$ cat config.mk
export PLATFORM = sky130hd
export DESIGN_NAME = cla_arb_seq_flat
export DESIGN_NICKNAME = d
export VERILOG_FILES = /design/src/rtl/cla_arb_seq_if.sv /design/src/rtl/cla_arb_seq.sv /design/src/flat_wrapper.sv
export SDC_FILE = /design/constraint.sdc
export NUM_CORES = 1
export LEC_CHECK = 0
export ABC_AREA = 1
export CORE_MARGIN = 2
export CORE_UTILIZATION = 53
export CTS_CLUSTER_SIZE = 8
export DETAILED_ROUTE_END_ITERATION = 7
export GPL_ROUTABILITY_DRIVEN = 0
export PLACE_DENSITY = 0.95
export SETUP_SLACK_MARGIN = 0.05
export SLEW_MARGIN = 15
export SYNTH_ARGS = -nofsm -noshare
export SYNTH_HDL_FRONTEND = slang
export SYNTH_SLANG_ARGS = --single-unit
export TNS_END_PERCENT = 30
$ cat constraint.sdc
create_clock -name clk -period 6.4 [get_ports clk]
set_input_delay 1.28 -clock clk [delete_from_list [all_inputs] [get_ports clk]]
set_output_delay 1.28 -clock clk [all_outputs]
set_load 0.03 [all_outputs]
$ cat src/rtl/cla_arb_seq_if.sv
// Bundles the two requester ports, the result port and the busy flag for the
// arbitrated, slice-serial carry-lookahead add/subtract unit.
interface cla_arb_seq_if #(
  parameter int unsigned NIBBLES = 4
);
  localparam int unsigned W = 4 * NIBBLES;

  logic         req0_valid;
  logic         req0_ready;
  logic [W-1:0] req0_x;
  logic [W-1:0] req0_y;
  logic         req0_sub;

  logic         req1_valid;
  logic         req1_ready;
  logic [W-1:0] req1_x;
  logic [W-1:0] req1_y;
  logic         req1_sub;

  logic         res_valid;
  logic         res_ready;
  logic         res_id;
  logic [W-1:0] s;
  logic         Cout;
  logic         ovf;
  logic         zero;
  logic         busy;

  modport slave (
    input  req0_valid, req0_x, req0_y, req0_sub,
    output req0_ready,
    input  req1_valid, req1_x, req1_y, req1_sub,
    output req1_ready,
    input  res_ready,
    output res_valid, res_id, s, Cout, ovf, zero, busy
  );

  modport master (
    output req0_valid, req0_x, req0_y, req0_sub,
    input  req0_ready,
    output req1_valid, req1_x, req1_y, req1_sub,
    input  req1_ready,
    output res_ready,
    input  res_valid, res_id, s, Cout, ovf, zero, busy
  );
endinterface

$ cat src/rtl/cla_arb_seq.sv
// Two-requester round-robin arbiter feeding a 4-bit-per-cycle carry-lookahead
// adder/subtractor; result held in DONE until the consumer accepts it.
module cla_arb_seq #(
  parameter int unsigned NIBBLES = 4
) (
  input  logic         clk,
  input  logic         rst,
  cla_arb_seq_if.slave bus
);
  localparam int unsigned W    = 4 * NIBBLES;
  localparam int unsigned IW   = (NIBBLES > 1) ? $clog2(NIBBLES) : 1;
  localparam logic [IW-1:0] LAST = IW'(NIBBLES - 1);

  typedef enum logic [1:0] {IDLE, CALC, DONE} state_t;

  state_t        r_state;
  logic          r_rr;
  logic [W-1:0]  r_x;
  logic [W-1:0]  r_y;
  logic          r_sub;
  logic          r_id;
  logic [IW-1:0] r_idx;
  logic          r_c;
  logic [W-1:0]  r_s;
  logic          r_cout;
  logic          r_ovf;
  logic          r_zero;
  logic          r_valid;
  logic          r_busy;

  logic          w_gnt0;
  logic          w_gnt1;
  logic [3:0]    w_xs;
  logic [3:0]    w_yb;
  logic [3:0]    w_g;
  logic [3:0]    w_p;
  logic [4:0]    w_c;
  logic [3:0]    w_sum;
  logic [W-1:0]  w_s_next;

  // Grant is gated by rst so no handshake can be seen during a reset cycle.
  always_comb begin
    w_gnt0 = 1'b0;
    w_gnt1 = 1'b0;
    if (r_state == IDLE && !rst) begin
      if (bus.req0_valid && (!bus.req1_valid || !r_rr)) w_gnt0 = 1'b1;
      else if (bus.req1_valid)                         w_gnt1 = 1'b1;
    end
  end

  always_comb begin
    w_xs  = r_x[{r_idx, 2'b00} +: 4];
    w_yb  = r_y[{r_idx, 2'b00} +: 4] ^ {4{r_sub}};
    w_g   = w_xs & w_yb;
    w_p   = w_xs | w_yb;
    w_c   = '0;
    w_c[0] = r_c;
    for (int unsigned k = 0; k < 4; k++) begin
      w_c[k+1] = w_g[k] | (w_p[k] & w_c[k]);
    end
    w_sum    = w_xs ^ w_yb ^ w_c[3:0];
    w_s_next = r_s;
    w_s_next[{r_idx, 2'b00} +: 4] = w_sum;
  end

  always_ff @(posedge clk) begin
    if (rst) begin
      r_state <= IDLE;
      r_rr    <= 1'b0;
      r_x     <= '0;
      r_y     <= '0;
      r_sub   <= 1'b0;
      r_id    <= 1'b0;
      r_idx   <= '0;
      r_c     <= 1'b0;
      r_s     <= '0;
      r_cout  <= 1'b0;
      r_ovf   <= 1'b0;
      r_zero  <= 1'b0;
      r_valid <= 1'b0;
      r_busy  <= 1'b0;
    end else begin
      case (r_state)
        IDLE: begin
          if (w_gnt0 || w_gnt1) begin
            r_x     <= w_gnt1 ? bus.req1_x   : bus.req0_x;
            r_y     <= w_gnt1 ? bus.req1_y   : bus.req0_y;
            r_sub   <= w_gnt1 ? bus.req1_sub : bus.req0_sub;
            r_c     <= w_gnt1 ? bus.req1_sub : bus.req0_sub;
            r_id    <= w_gnt1;
            r_idx   <= '0;
            r_busy  <= 1'b1;
            r_state <= CALC;
          end
        end
        CALC: begin
          r_s <= w_s_next;
          r_c <= w_c[4];
          // On the top slice w_xs/w_yb/w_sum hold the sign bits of x, yb and s.
          if (r_idx == LAST) begin
            r_cout  <= w_c[4];
            r_ovf   <= (w_xs[3] == w_yb[3]) && (w_sum[3] != w_xs[3]);
            r_zero  <= (w_s_next == '0);
            r_valid <= 1'b1;
            r_state <= DONE;
          end else begin
            r_idx <= r_idx + IW'(1);
          end
        end
        DONE: begin
          if (bus.res_ready) begin
            r_valid <= 1'b0;
            r_busy  <= 1'b0;
            r_rr    <= ~r_id;
            r_state <= IDLE;
          end
        end
        default: r_state <= IDLE;
      endcase
    end
  end

  assign bus.req0_ready = w_gnt0;
  assign bus.req1_ready = w_gnt1;
  assign bus.res_valid  = r_valid;
  assign bus.res_id     = r_id;
  assign bus.s          = r_s;
  assign bus.Cout       = r_cout;
  assign bus.ovf        = r_ovf;
  assign bus.zero       = r_zero;
  assign bus.busy       = r_busy;
endmodule

$ cat src/flat_wrapper.sv
// flat-port wrapper written by rule: the top's interface ports become plain ports
module cla_arb_seq_flat 
#(
  parameter int unsigned NIBBLES = 4
)
  (clk, rst, bus_req0_valid, bus_req0_x, bus_req0_y, bus_req0_sub, bus_req0_ready, bus_req1_valid, bus_req1_x, bus_req1_y, bus_req1_sub, bus_req1_ready, bus_res_ready, bus_res_valid, bus_res_id, bus_s, bus_Cout, bus_ovf, bus_zero, bus_busy);
  cla_arb_seq_if #(.NIBBLES(NIBBLES)) bus_i ();
  input  logic clk;
  input  logic rst;
  input wire logic [$bits(bus_i.req0_valid)-1:0] bus_req0_valid;
  input wire logic [$bits(bus_i.req0_x)-1:0] bus_req0_x;
  input wire logic [$bits(bus_i.req0_y)-1:0] bus_req0_y;
  input wire logic [$bits(bus_i.req0_sub)-1:0] bus_req0_sub;
  output wire logic [$bits(bus_i.req0_ready)-1:0] bus_req0_ready;
  input wire logic [$bits(bus_i.req1_valid)-1:0] bus_req1_valid;
  input wire logic [$bits(bus_i.req1_x)-1:0] bus_req1_x;
  input wire logic [$bits(bus_i.req1_y)-1:0] bus_req1_y;
  input wire logic [$bits(bus_i.req1_sub)-1:0] bus_req1_sub;
  output wire logic [$bits(bus_i.req1_ready)-1:0] bus_req1_ready;
  input wire logic [$bits(bus_i.res_ready)-1:0] bus_res_ready;
  output wire logic [$bits(bus_i.res_valid)-1:0] bus_res_valid;
  output wire logic [$bits(bus_i.res_id)-1:0] bus_res_id;
  output wire logic [$bits(bus_i.s)-1:0] bus_s;
  output wire logic [$bits(bus_i.Cout)-1:0] bus_Cout;
  output wire logic [$bits(bus_i.ovf)-1:0] bus_ovf;
  output wire logic [$bits(bus_i.zero)-1:0] bus_zero;
  output wire logic [$bits(bus_i.busy)-1:0] bus_busy;
  assign bus_i.req0_valid = bus_req0_valid;
  assign bus_i.req0_x = bus_req0_x;
  assign bus_i.req0_y = bus_req0_y;
  assign bus_i.req0_sub = bus_req0_sub;
  assign bus_req0_ready = bus_i.req0_ready;
  assign bus_i.req1_valid = bus_req1_valid;
  assign bus_i.req1_x = bus_req1_x;
  assign bus_i.req1_y = bus_req1_y;
  assign bus_i.req1_sub = bus_req1_sub;
  assign bus_req1_ready = bus_i.req1_ready;
  assign bus_i.res_ready = bus_res_ready;
  assign bus_res_valid = bus_i.res_valid;
  assign bus_res_id = bus_i.res_id;
  assign bus_s = bus_i.s;
  assign bus_Cout = bus_i.Cout;
  assign bus_ovf = bus_i.ovf;
  assign bus_zero = bus_i.zero;
  assign bus_busy = bus_i.busy;
  cla_arb_seq #(.NIBBLES(NIBBLES)) u_core (.clk(clk), .rst(rst), .bus(bus_i));
endmodule
==> impl_metrics.json <==
{
  "drtAntennaViolNets": 0,
  "h-tree-depth": 3,
  "synth_edf_count": 0,
  "cp_slowest_cell": "dfxtp_1",
  "clock_skew_ns": 0.00675,
  "drive_gt1_share_pct": 15.9,
  "cp_data_arrival_time_ns": 4.73,
  "pin_count": 95,
  "cp_top_family": "adder cells",
  "p_sw_share_pct": 32.4,
  "crit_fanout": 25,
  "grt_pass1_wl_mm": 14.9,
  "finalSetupTns_ns": 0,
  "power.density_mw_per_mm2": 219,
  "die_h_um": 86.8,
  "cts_setup_buffers": 0,
  "layout_min_cycle_time_ns": 4.52,
  "status": "completed",
  "avgViaCountPerCell": 5.42,
  "worstMarginPinSlew_ns": 0.804,
  "nNetsFinal": 648,
  "cap_violations": 0,
  "rows": 30,
  "slew_violations": 0,
  "first_global_vias": 3380,
  "yosys-top-cells-area": "dfxtp_1 (34%), nand2_1 (12%), a31oi_2 (10%)",
  "hold_viol": 0,
  "start_util_pct": 54.1,
  "root_buffer": "clkbuf_8",
  "crit_path_end_kind": "flip-flop",
  "worstPathCellList": "inv_1 > o21ai_0 > o22ai_1 > xor2_1 > fa_1 > inv_1 > fa_1 > fa_1 > inv_1 > fa_1 > nor2_1 > nand3_1 > nand2_1 > nor2_1 > nand3_1 > nor2_1 > nand2_1 > a21oi_1",
  "worstRegToRegCells": 18,
  "yosys_warnings": 0,
  "synth-main-ff-cell": "dfxtp_1",
  "core_area_sq_mm": 0.00672,
  "p_switching_mw": 0.331,
  "peakVddDrop_mv": 0.104,
  "synthTopCellsByCount": "nand2_1 (113), dfxtp_1 (61), inv_1 (54)",
  "first_iter_violations": 196,
  "yosys_register_bits": 61,
  "die_w_um": 86.8,
  "hold_depth": 2,
  "synth_area_sq_mm": 0.00364,
  "avgSynthCellArea_sq_um": 7.51,
  "grt_max_degree": 50,
  "max_stage_delay_ns": 0.84,
  "clkLatencyLatePin_ns": 0.35,
  "rsz0062_at_grt": "false",
  "grt.total_usage_pct": 24.5,
  "yosys.cell_types.count": 35,
  "power.share.clock_pct": 30.4,
  "path_buf_inv": 3,
  "seq_area_frac_synth_pct": 33.6,
  "async_reset_ff_share_pct": 0,
  "antenna_found_initial": 0,
  "dp_hpwl_mm": 6.40,
  "p_leak_nw": 1.86,
  "power_frac_comb_pct": 27.6,
  "critPathKind": "flip-flop to flip-flop",
  "clkTransAtPathRegs_ns": 0.07,
  "grt.overflow.total": 0,
  "hp-class": "flip-flop to flip-flop",
  "crit_top_cell": "fa_1",
  "cts_resized": 0,
  "required_ns": 6.61,
  "drt-total-wl_mm": 8.72,
  "internal-power_mw": 0.689,
  "area_delta_synth_final_pct": 28.4,
  "synth_top_area_cell": "dfxtp_1",
  "numCtsBuffers": 9,
  "drc": 0,
  "fmax_mhz": 221,
  "setup_viol": 0,
  "clk_path_buf_depth": 2,
  "first_pass_iters": 5,
  "yosysTopAreaCellShare_pct": 33.6,
  "die-area_sq_mm": 0.00754,
  "clock_sinks": 61,
  "seqPwrFrac_pct": 42.0,
  "fin_crit_sh_pct": 70.6,
  "ctsHoldBuffers": 0,
  "io_buffers": 94,
  "synthCells": 484,
  "start_kind": "flip-flop",
  "path_depth": 18,
  "syn_nets": 566,
  "yosysMostFrequentCell": "nand2_1",
  "finalPower_mw": 1.02,
  "wl_per_cell_um": 13.4,
  "slew_headroom_pct": 46.3,
  "vias": 3526,
  "cts_tree": "done",
  "antenna_cells": 0
}
final timing paths:
check	end	slack, ns	startpoint
worst min register to register	u_core.bus.res_valid	0.47	u_core.bus.res_valid
worst min-delay path	u_core.bus.res_valid	0.47	u_core.bus.res_valid
worst max register to register	u_core.bus.zero	1.88	u_core.r_idx[0]
worst max-delay path	u_core.bus.zero	1.88	u_core.r_idx[0]
worst min-delay path, stage by stage (launching register included):
cell	delay [ns]
dfxtp_1	0.31
nand2_1	0.06
a21oi_1	0.05
registers in the layout, indices dropped and copies added, names as in the netlist, 2 cells and up:
signal          cells
u_core.r_x         16
u_core.r_state      2
u_core.r_idx        2
u_core.bus.s       16
u_core.r_y         16
stage by stage:
step | hold slack [ns] | utilization [%] | instances | cell area, sq um | setup WS, ns
6_report | 0.470 | 69.5 | 651 | 4670 | 1.88
4_1_cts | 0.471 | 69.5 | 651 | 4670 | 1.97
2_1_floorplan | 0.461 | - | 484 | 3640 | 3.06
3_3_place_gp | 0.451 | 66.9 | 635 | 4500 | 2.01
3_5_place_dp | 0.461 | 66.9 | 635 | 4500 | 1.98
5_1_grt | 0.497 | 69.5 | 651 | 4670 | 1.51
layer usage:
layer	global-route usage, %	vias up	part of all wire (%)
met1	28.6	1638	39
met3	4.19	20	6.8
li1	-	1719	-
met4	9.09	0	1.8
met2	44.4	149	52
met5	0	-	0
area by class of cell:
| class | count | area (sq um) |
|---|---|---|
| Multi-Input combinational cell | 336 | 1970 |
| Tap cell | 80 | 100 |
| Fill cell | 503 | 2050 |
| Clock buffer | 15 | 166 |
| Clock inverter | 1 | 5.00 |
| Timing Repair Buffer | 95 | 943 |
| Inverter | 63 | 265 |
| Sequential cell | 61 | 1220 |
cell usage in the layout (no fill, tap or decap), types with 3 or more instances in the layout:
| cell | count |
|---|---|
| nand2_2 | 31 |
| a31oi_2 | 29 |
| nand3_1 | 15 |
| inv_4 | 4 |
| dfxtp_1 | 61 |
| fa_1 | 4 |
| nand2_1 | 113 |
| o21ai_0 | 37 |
| clkbuf_8 | 11 |
| clkdlybuf4s50_1 | 93 |
| xor2_1 | 4 |
| nor2_1 | 45 |
| inv_1 | 54 |
| nor3_1 | 3 |
| clkbuf_1 | 4 |
| o22ai_1 | 9 |
| a21oi_1 | 25 |
| ha_1 | 7 |
power by group through the flow:
stage                     sequential, mW  combinational (mW)  clock (mW)
after CTS                          0.428               0.279       0.312
final                              0.428               0.282       0.310
after global placement             0.435               0.268           0
after global routing               0.431               0.309       0.328
after detailed placement           0.436               0.278           0
after floorplan                    0.447               0.178           0
logic make-up (layout without fill, tap and decap cells):
kind of cell / Yosys count / in the layout / share of synthesized area [%]
flops: 61 / 61 / 33.6
buf+inv: 87 / 174 / 12.3
xor+xnor: 4 / 4 / 0.963
simple gates: 213 / 213 / 26.6
compound gates: 108 / 108 / 21.9
fa+ha+maj: 11 / 11 / 4.61
(Power assumes the default switching activity.)
